==> src/rtl/dmem_lsu.sv <==
// rtl/dmem_lsu.sv - data-memory load/store sequencer (initiator side of the data port)
//
// Accepts one word or byte load/store over a valid/ready handshake, drives the
// memory port for one or more beats, assembles load data and returns a
// one-cycle response.
//
// Ports:
//   clk, rst_n          clock, asynchronous active-low reset
//   req_valid/req_ready request handshake; req_we (store), req_byte (byte access),
//                       req_addr (byte address), req_wdata (store data, byte uses [7:0])
//   resp_valid          one-cycle completion pulse; resp_rdata load data (0 for
//                       stores), resp_err rejected request
//   mem_we/mem_be       memory write enable / byte-mode select
//   mem_a/mem_wd/mem_rd memory byte address, write data, read data
//
// Build option: DMEM_LSU_UNALIGNED_EN splits an unaligned word access into four
// byte beats; without it such a request is rejected with resp_err.

module dmem_lsu (
  input  logic        clk,
  input  logic        rst_n,
  input  logic        req_valid,
  output logic        req_ready,
  input  logic        req_we,
  input  logic        req_byte,
  input  logic [31:0] req_addr,
  input  logic [31:0] req_wdata,
  output logic        resp_valid,
  output logic [31:0] resp_rdata,
  output logic        resp_err,
  output logic        mem_we,
  output logic        mem_be,
  output logic [31:0] mem_a,
  output logic [31:0] mem_wd,
  input  logic [31:0] mem_rd
);

  typedef enum logic [1:0] {
    ST_IDLE,
    ST_ACCESS,
    ST_RESP
  } state_e;

  state_e      state_q, state_d;
  logic        ready_q, ready_d;
  logic        we_q, we_d;
  logic        bmode_q, bmode_d;   // beats are byte beats (byte access or split word)
  logic        multi_q, multi_d;   // four-beat split of an unaligned word
  logic        err_q, err_d;
  logic [1:0]  k_q, k_d;
  logic [31:0] addr_q, addr_d;
  logic [31:0] wdata_q, wdata_d;
  logic [31:0] asm_q, asm_d;
  logic        unaligned;
  logic        last_beat;

  assign unaligned = !req_byte && (req_addr[1:0] != 2'b00);
  assign last_beat = !multi_q || (k_q == 2'd3);

  always_comb begin
    state_d = state_q;
    we_d    = we_q;
    bmode_d = bmode_q;
    multi_d = multi_q;
    err_d   = err_q;
    k_d     = k_q;
    addr_d  = addr_q;
    wdata_d = wdata_q;
    asm_d   = asm_q;
    case (state_q)
      ST_IDLE: begin
        if (req_valid && ready_q) begin
          we_d    = req_we;
          addr_d  = req_addr;
          wdata_d = req_wdata;
          k_d     = 2'd0;
          asm_d   = 32'd0;
`ifdef DMEM_LSU_UNALIGNED_EN
          multi_d = unaligned;
          bmode_d = req_byte || unaligned;
          err_d   = 1'b0;
          state_d = ST_ACCESS;
`else
          multi_d = 1'b0;
          bmode_d = req_byte;
          err_d   = unaligned;
          state_d = unaligned ? ST_RESP : ST_ACCESS;
`endif
        end
      end
      ST_ACCESS: begin
        if (!we_q) begin
          // Split beats fill one byte lane each; single beats take the whole bus.
          if (multi_q) asm_d[{k_q, 3'b000} +: 8] = mem_rd[7:0];
          else         asm_d = mem_rd;
        end
        if (last_beat) state_d = ST_RESP;
        else           k_d = k_q + 2'd1;
      end
      ST_RESP: state_d = ST_IDLE;
      default: state_d = ST_IDLE;
    endcase
    // Registered ready: high exactly in IDLE cycles that follow a clock edge.
    ready_d = (state_d == ST_IDLE);
  end

  always_ff @(posedge clk or negedge rst_n) begin
    if (!rst_n) begin
      state_q <= ST_IDLE;
      ready_q <= 1'b0;
      we_q    <= 1'b0;
      bmode_q <= 1'b0;
      multi_q <= 1'b0;
      err_q   <= 1'b0;
      k_q     <= 2'd0;
      addr_q  <= 32'd0;
      wdata_q <= 32'd0;
      asm_q   <= 32'd0;
    end else begin
      state_q <= state_d;
      ready_q <= ready_d;
      we_q    <= we_d;
      bmode_q <= bmode_d;
      multi_q <= multi_d;
      err_q   <= err_d;
      k_q     <= k_d;
      addr_q  <= addr_d;
      wdata_q <= wdata_d;
      asm_q   <= asm_d;
    end
  end

  // Outputs depend only on registered state, never on req_* or mem_rd.
  always_comb begin
    req_ready  = ready_q;
    resp_valid = 1'b0;
    resp_err   = 1'b0;
    resp_rdata = 32'd0;
    mem_we     = 1'b0;
    mem_be     = 1'b0;
    mem_a      = 32'd0;
    mem_wd     = 32'd0;
    case (state_q)
      ST_ACCESS: begin
        mem_we = we_q;
        mem_be = bmode_q;
        if (bmode_q) begin
          mem_a  = addr_q + {30'd0, k_q};
          mem_wd = {24'd0, wdata_q[{k_q, 3'b000} +: 8]};
        end else begin
          mem_a  = addr_q;
          mem_wd = wdata_q;
        end
      end
      ST_RESP: begin
        resp_valid = 1'b1;
        resp_err   = err_q;
        resp_rdata = (we_q || err_q) ? 32'd0 : asm_q;
      end
      default: ;
    endcase
  end

endmodule

==> config.mk <==
export PLATFORM = sky130hd
export DESIGN_NAME = dmem_lsu
export DESIGN_NICKNAME = d
export VERILOG_FILES = /design/src/rtl/dmem_lsu.sv
export SDC_FILE = /design/constraint.sdc
export NUM_CORES = 1
export LEC_CHECK = 0
export BUFFER_PORTS_ARGS = -buffer_cell sky130_fd_sc_hd__buf_2
export CELL_PAD_IN_SITES_DETAIL_PLACEMENT = 0
export CELL_PAD_IN_SITES_GLOBAL_PLACEMENT = 1
export CORE_AREA = 2 2 137 139
export DETAILED_ROUTE_END_ITERATION = 10
export DIE_AREA = 0 0 139 141
export PLACE_DENSITY = 0.57
export SETUP_SLACK_MARGIN = 0.2
export SYNTH_ARGS = -nofsm -noshare
export SYNTH_HDL_FRONTEND = slang
export SYNTH_SLANG_ARGS = --single-unit
==> constraint.sdc <==
create_clock -name clk -period 2.73 [get_ports clk]
set_clock_uncertainty 0.05 [all_clocks]
set_input_delay 0.4095 -clock clk [delete_from_list [all_inputs] [get_ports clk]]
set_output_delay 0.4095 -clock clk [all_outputs]
set_load 0.02 [all_outputs]
# Yosys cells after proc, flatten, opt, wreduce, memory -nomap -nowiden
# Index checks and enable logic that the tools add are counted.
# totals
reg_bits	104
inputBits	101
word_cells	45
# classes
add_sub_neg	1
n_eq_ne	4
shifts	1
n_mux	18
bitwise_logic	1
n_reduce_logical	11
# ops
operator	n
$mux 32	8
$pmux 32 s2	1
$add 32x2->32	1
$shiftx 32x6->8	1
$mux 2	4
$reduce_and 3->1	2
$logic_not 2->1	2
$mux 1	4
$ne 2x2->1 const B	2
$pmux 2 s2	1
$reduce_bool 2->1	2
$eq 2x1->1 const B	1
$eq 2x2->1 const B	1
$logic_and 1x1->1	2
$reduce_and 2->1	1
$logic_not 1->1	1
$logic_or 1x1->1	1
$not 1->1	1

# Depth between registers and ports, before layout
# Gate-level depths: netlist of run 1.
# depth
depth_word	6
mapped_depth	5

# Least setup slack after synthesis of run 1
# No wires, ideal clock.
# synth_timing
path_kind	flip-flop to output port
from	register state_q[0]
to	output port resp_rdata[10]
arrival_time_ns	1.457
required_ns	2.271
path_slack_ns	0.814
path_stages_with_launch	5
cell_sequence	dfrtp_1 and2b_1 nor3b_2 clkbuf_1 and2_1
# synth_between
elab_chain_len	2
# synth_lines
element	line	source
start, declared	44	state_e state_q, state_d;
start signal, assigned	120	state_q <= state_d;
$eq 2x2->1	143	case (state_q)
$mux 32	143	
end, declared	29	output logic [31:0] resp_rdata,
# Every way passes these cells.

# Final worst setup path of run 1
# layout_timing
from	register state_q[0]
to	output port resp_rdata[15]
# Same word-level chain as after synthesis.

==> results of run 1 <==
[registers in the layout, indices dropped and copies added (netlist names)]
name,count
addr_q,32
asm_q,32
bmode_q,1
err_q,1
req_ready,1
state_q,2
wdata_q,32
we_q,1
[metrics by stage]
stage                     util (%)  total power [mW]
after floorplan                  -              3.87
after global placement        31.2              4.44
after detailed placement      31.2              4.51
after CTS                     32.8              5.87
after global routing          32.8              6.17
final                         32.8              5.72
[cells in the final DEF (no fill, tap or decap), drive strengths merged]
master / n
bufinv: 1
clkinv: 3
o21ai: 1
nor3b: 1
dfrtp: 102
inv: 2
a22o: 32
nand3b: 1
a21o: 1
nor2b: 2
o21ba: 1
and2: 99
nand2: 2
nor2: 3
clkbuf: 11
buf: 207
and2b: 1
nand2b: 2
nor4bb: 1
mux2: 66
[where the power goes]
| group | internal (mW) | switching [mW] | leakage, nW | total (mW) |
|---|---|---|---|---|
| sequential | 2.24 | 0.344 | 1.26 | 2.59 |
| clock | 0.714 | 0.574 | 0.144 | 1.29 |
| combinational | 0.883 | 0.961 | 1.71 | 1.84 |
| total | 3.84 | 1.88 | 3.11 | 5.72 |
[per-layer routing]
metal	routed length [um]	GRT usage, %
met1	4920	15.0
met3	806	4.04
met2	5500	19.9
met5	11	0
met4	213	4.41
[critical path, cell delays in order (launching register included)]
cell	delay, ns
dfrtp_1	0.44
and2b_1	0.28
nor3b_2	0.17
buf_4	0.29
and2_1	0.19
buf_2	0.16
[final timing paths]
path,from,endpoint,depth (start not counted)
min,rst_n,addr_q[17],1
max reg2reg,state_q[0],asm_q[20],3
min in group clk,req_addr[25],addr_q[25],2
min reg2reg,wdata_q[29],wdata_q[29],1
max,state_q[0],resp_rdata[15],5
max in group asynchronous,rst_n,asm_q[17],2
[layout make-up]
cell class / count / area [sq um]
Clock inverter: 5 / 57.6
Clock buffer: 11 / 233
Tap cell: 234 / 293
Multi-Input combinational cell: 213 / 1770
Fill cell: 1883 / 12300
Sequential cell: 102 / 2550
Inverter: 1 / 3.75
Timing Repair Buffer: 207 / 1090
[kinds of logic (layout without fill, tap and decap cells)]
| group | count (synthesis) | count (layout) | synth area share (%) |
|---|---|---|---|
| flip-flops | 102 | 102 | 57.4 |
| AO/OA/AOI/OAI | 35 | 35 | 6.81 |
| AND/OR/NAND/NOR | 112 | 112 | 15.8 |
| buffers and inverters | 24 | 224 | 3.24 |
| multiplexers | 66 | 66 | 16.7 |
==> summary.md, run 1 <==
| Metric | Value |
|---|---|
| Layout cells sized above 1 | 41.9% |
| Setup violators final | 0 |
| Most common flop cell mapped by yosys | dfrtp_1 |
| Clk slew on worst S/H paths | 0.07 ns |
| Critical path endpoint category | output pin |
| Die W | 139 um |
| Yosys cell types | 20 |
| WP data arrival | 1.90 ns |
| Clk_lat worst skew | 0.35 ns |
| Status | complete, no violations |
| Area after DPL | 5710 sq um |
| GR Util All Layers | 12.1% |
| PD cells | 954 nW/um^2 |
| Fin. Hold Viols | 0 |
| Final net count | 635 |
| CP Class | flip-flop to output pin |
| Wire per inst | 14.8 um |
| Ant diodes | 0 |
| DRC | 0 |
| Core box area | 18300 sq um |
| Slew margin rel. | 27.6% |
| Peak Freq | 425 MHz |
| Root buf cell | clkbuf_16 |
| Leak pwr | 3.11 nW |
| Synth top area share | 57.4% |
| Final ANT Viol Nets | 0 |
| Hpwl dp | 8060 um |
| Worst Path Required | 2.27 ns |
| Routability Congestion | 0.714 |
| Crit Path Max Fanout | 32 |
| Area grow syn2layout | 35.0% |
| Finished Layout Cells | 773 |
| Die footprint | 19600 sq um |
| Worst-Margin Slew | 1.09 ns |
| Initial drt markers | 94 |
| Top post-synthesis cells by count | dfrtp_1, and2_1, mux2_1 |
| CTS Hold Bufs | 0 |
| Inserted Clock Buffers | 9 |
| IO Port Bufs | 201 |
| CTS tree | yes |
| R2R Setup Slk | 0.93 ns |
| Final Max Tran Viols | 0 |
| Initial antenna violation count | 1 |
| Cell Area, Synth | 4440 sq um |
| Post-synth EDFFs | 0 |
| Post-route cell area | 6000 sq um |
| H-tree levels | 3 |
| GRT overflow | 0 |
| Max Cap Violations | 0 |
| Detailed-route via count | 3295 |
| Pre-CTS WS | 0.717 ns |
| Starting density of the core | 24.3% |
| Cell count after synthesis | 339 |
| Via density per instance | 4.26 |
| Sequential area share after synthesis | 57.4% |
| RSZ-0062 raised after global routing | false |
| Share of flip-flops with an asynchronous set or reset | 100% |
| Worst hold path class | primary input to asynchronous set/reset pin |
| Largest net degree at the start of global routing | 71 |
| Row cnt | 50 |
| Worst Hold Margin | 0.0214 ns |
| Drt total wl | 11500 um |
| Synth area leaders | dfrtp_1, mux2_1, and2_1, a22o_1, buf_6 |
| Sink Count | 102 |
| DR pass1 iterations | 4 |
| Dpl cells | 757 |
| Number of synthesized register bits | 102 |
| Clk buf depth | 2 |
| Syn Area/Cell | 13.1 sq um |
| Synth Warn # | 0 |
| Vias in the first global route | 3567 |
| Fin Setup TNS | 0 ns |
| Net count after synthesis | 440 |
| Die height | 141 um |
| Final worst-path setup slack | 0.374 ns |
| Period utilisation layout | 86.3% |
| Fin crit period | 2.36 ns |
| Startpoint types | flip-flop |
| Most common cell in the synthesized netlist | dfrtp_1 |
| Top Ports | 202 |
| Worst vdd ir | 0.355 mV |
| First-pass GRT wire length | 18900 um |
| Setup Buffers After CTS | 0 |
| Resized cells post-CTS | 0 |
| Largest area contributor in the synthesized netlist | dfrtp_1 |
(Power assumes the default switching activity.)
==> run 2, diff against run 1 <==
--- a/config.mk
+++ b/config.mk
@@ -6,12 +6,10 @@
 export NUM_CORES = 1
 export LEC_CHECK = 0
 export BUFFER_PORTS_ARGS = -buffer_cell sky130_fd_sc_hd__buf_2
-export CELL_PAD_IN_SITES_DETAIL_PLACEMENT = 0
-export CELL_PAD_IN_SITES_GLOBAL_PLACEMENT = 1
 export CORE_AREA = 2 2 137 139
 export DETAILED_ROUTE_END_ITERATION = 10
 export DIE_AREA = 0 0 139 141
-export PLACE_DENSITY = 0.57
+export PLACE_DENSITY = 0.46
 export SETUP_SLACK_MARGIN = 0.2
 export SYNTH_ARGS = -nofsm -noshare
 export SYNTH_HDL_FRONTEND = slang
==> run 2 against run 1 <==
First-iteration DRC count decreased by 23%; design area is 0.48% higher; largest cell class unchanged; die area stayed put; combinational power is essentially flat; sequential share of layout area is 0.20 points lower; setup slack better by 0.077 ns; largest power group unchanged; clock power up 5%; total power rose by 0.92%; fmax grew 3.4%; cell count is 0.39% higher.
==> summary.md, run 2 (same netlist as run 1, synthesis figures left out) <==
| Metric | Value |
|---|---|
| Status | complete, no violations |
| DRC | 0 (unchanged) |
| Peak Freq | 439 MHz (+3.4%) |
| Global-route met2 utilization | 19.3% (-0.52 points) |
| Clk slew on worst S/H paths | 0.08 ns (about the same) |
| Die W | 139 um (unchanged) |
| RSZ-0062 raised after global routing | false |
| Final ANT Viol Nets | 0 (unchanged) |
| Reg2reg start | state_q[0] |
| Crit Path Max Fanout | 32 (unchanged) |
| Slew margin rel. | 27.7% (+0.084 points) |
| Worst-Margin Slew | 1.09 ns (-0.00126 ns) |
| H-tree levels | 3 (unchanged) |
| DR pass1 iterations | 4 (unchanged) |
| Max Cap Violations | 0 (unchanged) |
| Layout cells sized above 1 | 42.4% (+0.51 points) |
| Via density per instance | 4.28 (+0.37%) |
| Leak pwr | 3.12 nW (+0.22%) |
| CP Class | flip-flop to output pin |
| Crit path launch | state_q[0] |
| WP data arrival | 1.82 ns (-0.08 ns) |
| P_sw | 1.93 mW (+2.7%) |
| Final Max Tran Viols | 0 (unchanged) |
| IO Port Bufs | 201 (unchanged) |
| Starting density of the core | 24.3% (unchanged) |
| Detailed-route via count | 3320 (+0.76%) |
| Sw Share | 33.4% (+0.58 points) |
| Sequential share of power | 44.8% (-0.4 points) |
| Final worst-path setup slack | 0.451 ns (+0.0765 ns) |
| Fill count | 1903 (+1.1%) |
| Most frequent cells in the layout | buf_2, dfrtp_1, and2_1 |
| Grt met1 use | 14.2% (-0.84 points) |
| Clk_lat worst skew | 0.35 ns (about the same) |
| Wire per inst | 14.7 um (-0.88%) |
| Most Crowded Layer GR | met2 |
| Initial antenna violation count | 1 (unchanged) |
| PD cells | 958 nW/um^2 (+0.44%) |
| Reg-to-reg endpoint | wdata_q[29] |
| Met3 Usage GRT | 3.63% (-0.41 points) |
| R2R cell count | 3 (unchanged) |
| R2R Setup Slk | 0.86 ns (-0.07 ns) |
| Fin Setup TNS | 0 ns (unchanged) |
| Inserted Clock Buffers | 9 (unchanged) |
| Fin. Hold Viols | 0 (unchanged) |
| CTS tree | yes |
| Die footprint | 19600 sq um (unchanged) |
| Period utilisation layout | 83.5% (-2.8 points) |
| Clock power share | 23.3% (+0.8 points) |
| Worst Path Required | 2.27 ns (about the same) |
| Top Ports | 202 (unchanged) |
| Worst vdd ir | 0.437 mV (+23%) |
| Final net count | 638 (+0.47%) |
| Critical path endpoint category | output pin |
| GR Util All Layers | 11.8% (-0.34 points) |
| GRT overflow | 0 (unchanged) |
| First-pass GRT wire length | 18200 um (-3.4%) |
| Comb pwr share | 31.9% (-0.3 points) |
| Initial drt markers | 72 (-23%) |
| Hpwl dp | 8190 um (+1.6%) |
| Startpoint types | flip-flop |
| Routability Congestion | 0.712 (-0.41%) |
| Setup Buffers After CTS | 0 (unchanged) |
| Power Internal | 3.84 mW (about the same) |
| Drt total wl | 11400 um (-0.50%) |
| Largest net degree at the start of global routing | 53 (-25%) |
| Worst Setup EP | resp_rdata[29] |
| Fin crit period | 2.28 ns (-0.0765 ns) |
| Setup violators final | 0 (unchanged) |
| Pre-CTS WS | 0.806 ns (+0.0884 ns) |
| Row cnt | 50 (unchanged) |
| Vias in the first global route | 3517 (-1.4%) |
| Sink Count | 102 (unchanged) |
| Core box area | 18300 sq um (unchanged) |
| Worst hold path class | primary input to flip-flop |
| Die height | 141 um (unchanged) |
| Clk buf depth | 2 (unchanged) |
| Top Registers | addr_q: 32 flops, asm_q: 32 flops, wdata_q: 32 flops |
| Area grow syn2layout | 35.6% |
| Root buf cell | clkbuf_16 |
| Ant diodes | 0 (unchanged) |
| Most common cell after layout, fill and taps aside | buf_2 |
-- run 2: changes by cell type in the layout (fill, tap and decap cells not counted) --
cell / before / now
clkbuf_1: 2 / 0
inv_8: 0 / 1
buf_12: 3 / 2
dlygate4sd3_1: 0 / 1
clkinv_2: 2 / 0
clkinvlp_4: 0 / 3
buf_4: 4 / 7
-- run 2: stage by stage --
stage	utilization, %	cells	cell area [sq um]	power (mW)	hold WS [ns]
4_1_cts	33.0	776	6030	5.91	0.199
5_1_grt	33.0	776	6030	6.20	0.205
3_5_place_dp	31.3	759	5710	4.51	0.329
3_3_place_gp	31.3	759	5710	4.44	0.330
2_1_floorplan	-	339	4440	3.87	0.0639
6_report	33.0	776	6030	5.77	0.217
-- run 2: worst max-delay path, cell delays in order, from the launching register on --
cell and delay (ns):
dfrtp_1 0.45, and2b_1 0.24, nor3b_2 0.15, buf_4 0.28
and2_1 0.18, buf_2 0.16
-- run 2: worst min path at each step --
stage / from / endpoint / depth (start not counted)
3_3_place_gp: rst_n / wdata_q[7] / 1
6_report: req_wdata[16] / wdata_q[16] / 2
2_1_floorplan: rst_n / addr_q[0] / 0
4_1_cts: req_addr[26] / addr_q[26] / 2
5_1_grt: req_addr[17] / addr_q[17] / 2
3_5_place_dp: rst_n / wdata_q[7] / 1
-- run 2: layout make-up --
type	instances	area (sq um)	share of cell area, %
flip-flops and latches	102	2550	42.4
multi-input cells	213	1770	29.3
repair buffers	210	1100	18.3
well taps	234	293	4.86
clock buffers	9	225	3.74
clock inverters	7	81.3	1.35
inverters	1	3.75	0.0623
-- run 2: power by group through the flow --
| stage | Combinational (mW) | Sequential, mW | Clock [mW] |
|---|---|---|---|
| finish | 1.84 | 2.59 | 1.35 |
| floorplan | 1.39 | 2.49 | 0 |
| global route | 2.04 | 2.70 | 1.46 |
| global placement | 1.84 | 2.61 | 0 |
| CTS | 1.89 | 2.60 | 1.41 |
| detailed placement | 1.89 | 2.62 | 0 |
-- run 2: routing by layer --
layer / part of all wire [%] / wire length, um
met5: 0.13 / 15
met4: 2.5 / 289
met3: 6.8 / 776
met2: 47 / 5360
met1: 43 / 4960
-- run 2: repair_timing --
| item | 4_1_cts | 5_1_grt |
|---|---|---|
| hold buffers | 1 | 0 |
| gates resized for setup | 0 | 0 |
| endpoints found under the hold margin | 29 | 0 |
==> run 3, diff against run 2 <==
--- a/config.mk
+++ b/config.mk
@@ -5,10 +5,11 @@
 export SDC_FILE = /design/constraint.sdc
 export NUM_CORES = 1
 export LEC_CHECK = 0
+export ABC_AREA = 1
 export BUFFER_PORTS_ARGS = -buffer_cell sky130_fd_sc_hd__buf_2
-export CORE_AREA = 2 2 137 139
+export CORE_AREA = 2 2 142 144
 export DETAILED_ROUTE_END_ITERATION = 10
-export DIE_AREA = 0 0 139 141
+export DIE_AREA = 0 0 144 146
 export PLACE_DENSITY = 0.46
 export SETUP_SLACK_MARGIN = 0.2
 export SYNTH_ARGS = -nofsm -noshare
==> constraint.sdc (replaced) <==
create_clock -name clk -period 2.2 [get_ports clk]
set_clock_uncertainty 0.05 [all_clocks]
set_input_delay 0.33 -clock clk [delete_from_list [all_inputs] [get_ports clk]]
set_output_delay 0.33 -clock clk [all_outputs]
set_load 0.02 [all_outputs]
==> run 3 against run 2 <==
Sequential share of layout area decreased by 3.5 points; wire length rose by 32%; non-clock buffer count is 10 higher; synthesized cell count increased by 94%; clock-buffer cell count rose by 3; sequential cell count did not move; sequential power rose by 21%; design area rose by 9.1%; worst hold slack worse by 0.095 ns; critical endpoint is now mem_a[0]; highest routed layer unchanged.
==> summary.md, run 3 <==
| Metric | Value |
|---|---|
| Hold EP | wdata_q[8] |
| GRT overflow | 0 (unchanged) |
| Final net count | 948 (+49%) |
| Fin. Hold Viols | 0 (unchanged) |
| Critical path endpoint category | output pin |
| Reg2reg start | state_q[0] |
| Final ANT Viol Nets | 0 (unchanged) |
| CP top delay family | buffers and inverters |
| Clk buf depth | 2 (unchanged) |
| Slew margin rel. | 70.2% (+43 points) |
| Largest area contributor in the synthesized netlist | dfrtp_1 |
| Row cnt | 51 (+2.0%) |
| Most common cell after layout, fill and taps aside | nand2_1 |
| Setup violators final | 0 (unchanged) |
| Ant diodes | 0 (unchanged) |
| Top post-synthesis cells by count | nand2_1, dfrtp_1, nor2_1 |
| Routability Congestion | 0.746 (+4.8%) |
| Cell count after synthesis | 658 (+94%) |
| Most frequent cells in the layout | nand2_1, buf_2, dfrtp_1 |
| Initial drt markers | 209 (+190%) |
| Final Max Tran Viols | 0 (unchanged) |
| Starting density of the core | 24.8% (+0.50 points) |
| Fin Setup TNS | 0 ns (unchanged) |
| Largest stage delay, worst path | 0.44 ns (about the same) |
| Fin crit period | 1.92 ns |
| Max Cap Violations | 0 (unchanged) |
| CP max stage cell | dfrtp_2 |
| Initial antenna violation count | 1 (unchanged) |
| Post-synthesis simple-gate area fraction | 37.8% (+22 points) |
| Clk_lat worst skew | 0.34 ns (about the same) |
| Die W | 144 um (+3.6%) |
| Clk slew on worst S/H paths | 0.07 ns (about the same) |
| Sink Count | 102 (unchanged) |
| Sequential area share after synthesis | 53.2% (-4.3 points) |
| XOR/XNOR share of the synthesized area | 0% (unchanged) |
| Cell Area, Synth | 4800 sq um (+8.0%) |
| Final worst-path setup slack | 0.284 ns (-0.167 ns) |
| Synth Warn # | 0 (unchanged) |
| Worst vdd ir | 0.548 mV (+25%) |
| Vias in the first global route | 4535 (+29%) |
| Reg-to-reg endpoint | asm_q[8] |
| CTS tree | yes |
| Synth area leaders | dfrtp_1, nand2_1, nor2_1, nand4_1, inv_1 |
| Combinational family with the most area after synthesis | simple AND/OR/NAND/NOR gates |
| Origin of the worst min-delay path | req_wdata[8] |
| CP Class | flip-flop to output pin |
| Leak pwr | 3.81 nW (+22%) |
| Worst-Margin Slew | 0.447 ns (-0.638 ns) |
| Worst hold path class | primary input to flip-flop |
| Layout cells sized above 1 | 29.3% (-13 points) |
| IO Port Bufs | 201 (unchanged) |
| WP buf/inv | 3 (+1) |
| Synth top area share | 53.2% (-4.3 points) |
| Root buf cell | clkbuf_16 |
| Net count after synthesis | 759 (+73%) |
| Status | complete, no violations |
| Crit Path Max Fanout | 30 (-6.3%) |
| Peak Freq | 522 MHz |
| Die footprint | 21000 sq um (+7.3%) |
| Period utilisation layout | 87.1% |
| Die height | 146 um (+3.5%) |
| Most common flop cell mapped by yosys | dfrtp_1 |
| Post-synth EDFFs | 0 (unchanged) |
| Inserted Clock Buffers | 9 (unchanged) |
| Via density per instance | 4.12 (-3.7%) |
| Detailed-route via count | 4598 (+38%) |
| CP cell instances | nor2_4 -> inv_4 -> buf_12 -> nor2_1 -> buf_2 |
| PD cells | 1230 nW/um^2 (+28%) |
| WP data arrival | 1.54 ns (-0.28 ns) |
| H-tree levels | 3 (unchanged) |
| Hpwl dp | 9650 um (+18%) |
| Most common cell in the synthesized netlist | nand2_1 |
| Drt total wl | 15000 um (+32%) |
| First-pass GRT wire length | 23900 um (+31%) |
| GR Util All Layers | 14.5% (+2.7 points) |
| Top Registers | addr_q: 32 flops, asm_q: 32 flops, wdata_q: 32 flops |
| Top Ports | 202 (unchanged) |
| Core box area | 19300 sq um (+5.8%) |
| Syn Area/Cell | 7.29 sq um (-44%) |
| Wire per inst | 13.5 um (-8.2%) |
| Cells on Worst Hold Path | 3 (+1) |
| Largest net degree at the start of global routing | 71 (+34%) |
| Multiplexer area fraction after synthesis | 0% (-17 points) |
| Fill count | 2151 (+13%) |
| Overall power | 8.07 mW (+40%) |
| Startpoint types | flip-flop |
| Number of synthesized register bits | 102 (unchanged) |
| Area grow syn2layout | 37.0% |
| R2R Setup Slk | 0.47 ns (-0.39 ns) |
| Worst Path Required | 1.82 ns (-0.45 ns) |
| Share of flip-flops with an asynchronous set or reset | 100% (unchanged) |
| Pre-CTS WS | 0.425 ns (-0.381 ns) |
| RSZ-0062 raised after global routing | true |
| Post-synthesis compound-gate area fraction | 0.417% (-6.4 points) |
| DRC | 0 (unchanged) |
| DR pass1 iterations | 4 (unchanged) |
| Yosys cell types | 16 (-20%) |
| Post-Synth Adder-Cell Area | 0% (unchanged) |
| R2R cell count | 8 (+5) |
[run 3: cell types whose count changed after synthesis, sizes merged, moves of 6 or more]
cell	before	now
nand2	2	324
nor2	3	103
and2	99	0
mux2	66	0
inv	1	50
a22o	32	0
nand4	0	32
buf	11	24
clkbuf	12	18
[run 3: cells by family (layout without fill, tap and decap cells)]
logic type | Yosys count | after routing
buffers and inverters | 93 | 286
AOI/OAI and AO/OA | 4 | 4
DFF | 102 | 102
and+or+nand+nor | 459 | 459
[run 3: layout make-up]
type                            count  area [sq um]  area share [%]
Sequential cell                   102          2550            38.8
Clock inverter                      3          45.0           0.685
Inverter                           51           198            3.01
Tap cell                          265           332            5.04
Clock buffer                       12           246            3.75
Timing Repair Buffer              220          1330            20.3
Multi-Input combinational cell    463          1870            28.4
[run 3: power breakdown]
part           switching [mW]  total (mW)  leakage, nW  internal [mW]
registers               0.439        3.14         1.30           2.70
logic                    2.20        3.33         2.38           1.13
clock network           0.700        1.61        0.135          0.909
[run 3: repair_timing]
item,CTS,global route
cloned,2,1
resized for setup,17,23
hold buffers,1,0
buffers inserted,2,1
hold endpoints to repair,27,0
endpoints found under the setup margin,82,53
[run 3: worst max-delay path by stage]
stage          startpoint        endpoint  slack, ns  cells past startpoint
2_1_floorplan  state_q[0]  resp_rdata[22]       0.51                      7
3_3_place_gp   state_q[0]  resp_rdata[24]       0.44                      7
3_5_place_dp   state_q[0]  resp_rdata[24]       0.42                      7
4_1_cts        state_q[1]      mem_wd[14]       0.20                      5
5_1_grt        state_q[1]        mem_a[0]       0.19                      5
6_report       state_q[1]        mem_a[0]       0.28                      5
[run 3: per-layer routing]
layer  global-route usage [%]  up-vias  share of wire (%)
met5                        0        -              0.086
met4                     3.53        2                1.1
met3                     4.61       11                7.6
met2                     22.8      147                 45
met1                     19.2     2100                 46
li1                         -     2338                  -
[run 3: tightest hold or removal path, cell delays in order]
cell	delay (ns)
buf_2	0.08
nand2_1	0.04
nand2_1	0.04
[run 3: through the flow]
stage	instances	hold slack [ns]	utilization (%)	instance area, sq um
floorplan	658	-0.0156	-	4800
global placement	1094	0.259	31.4	6070
detailed placement	1094	0.256	31.4	6070
CTS	1114	0.0991	33.6	6500
global route	1116	0.116	34.0	6570
finish	1116	0.122	34.0	6570
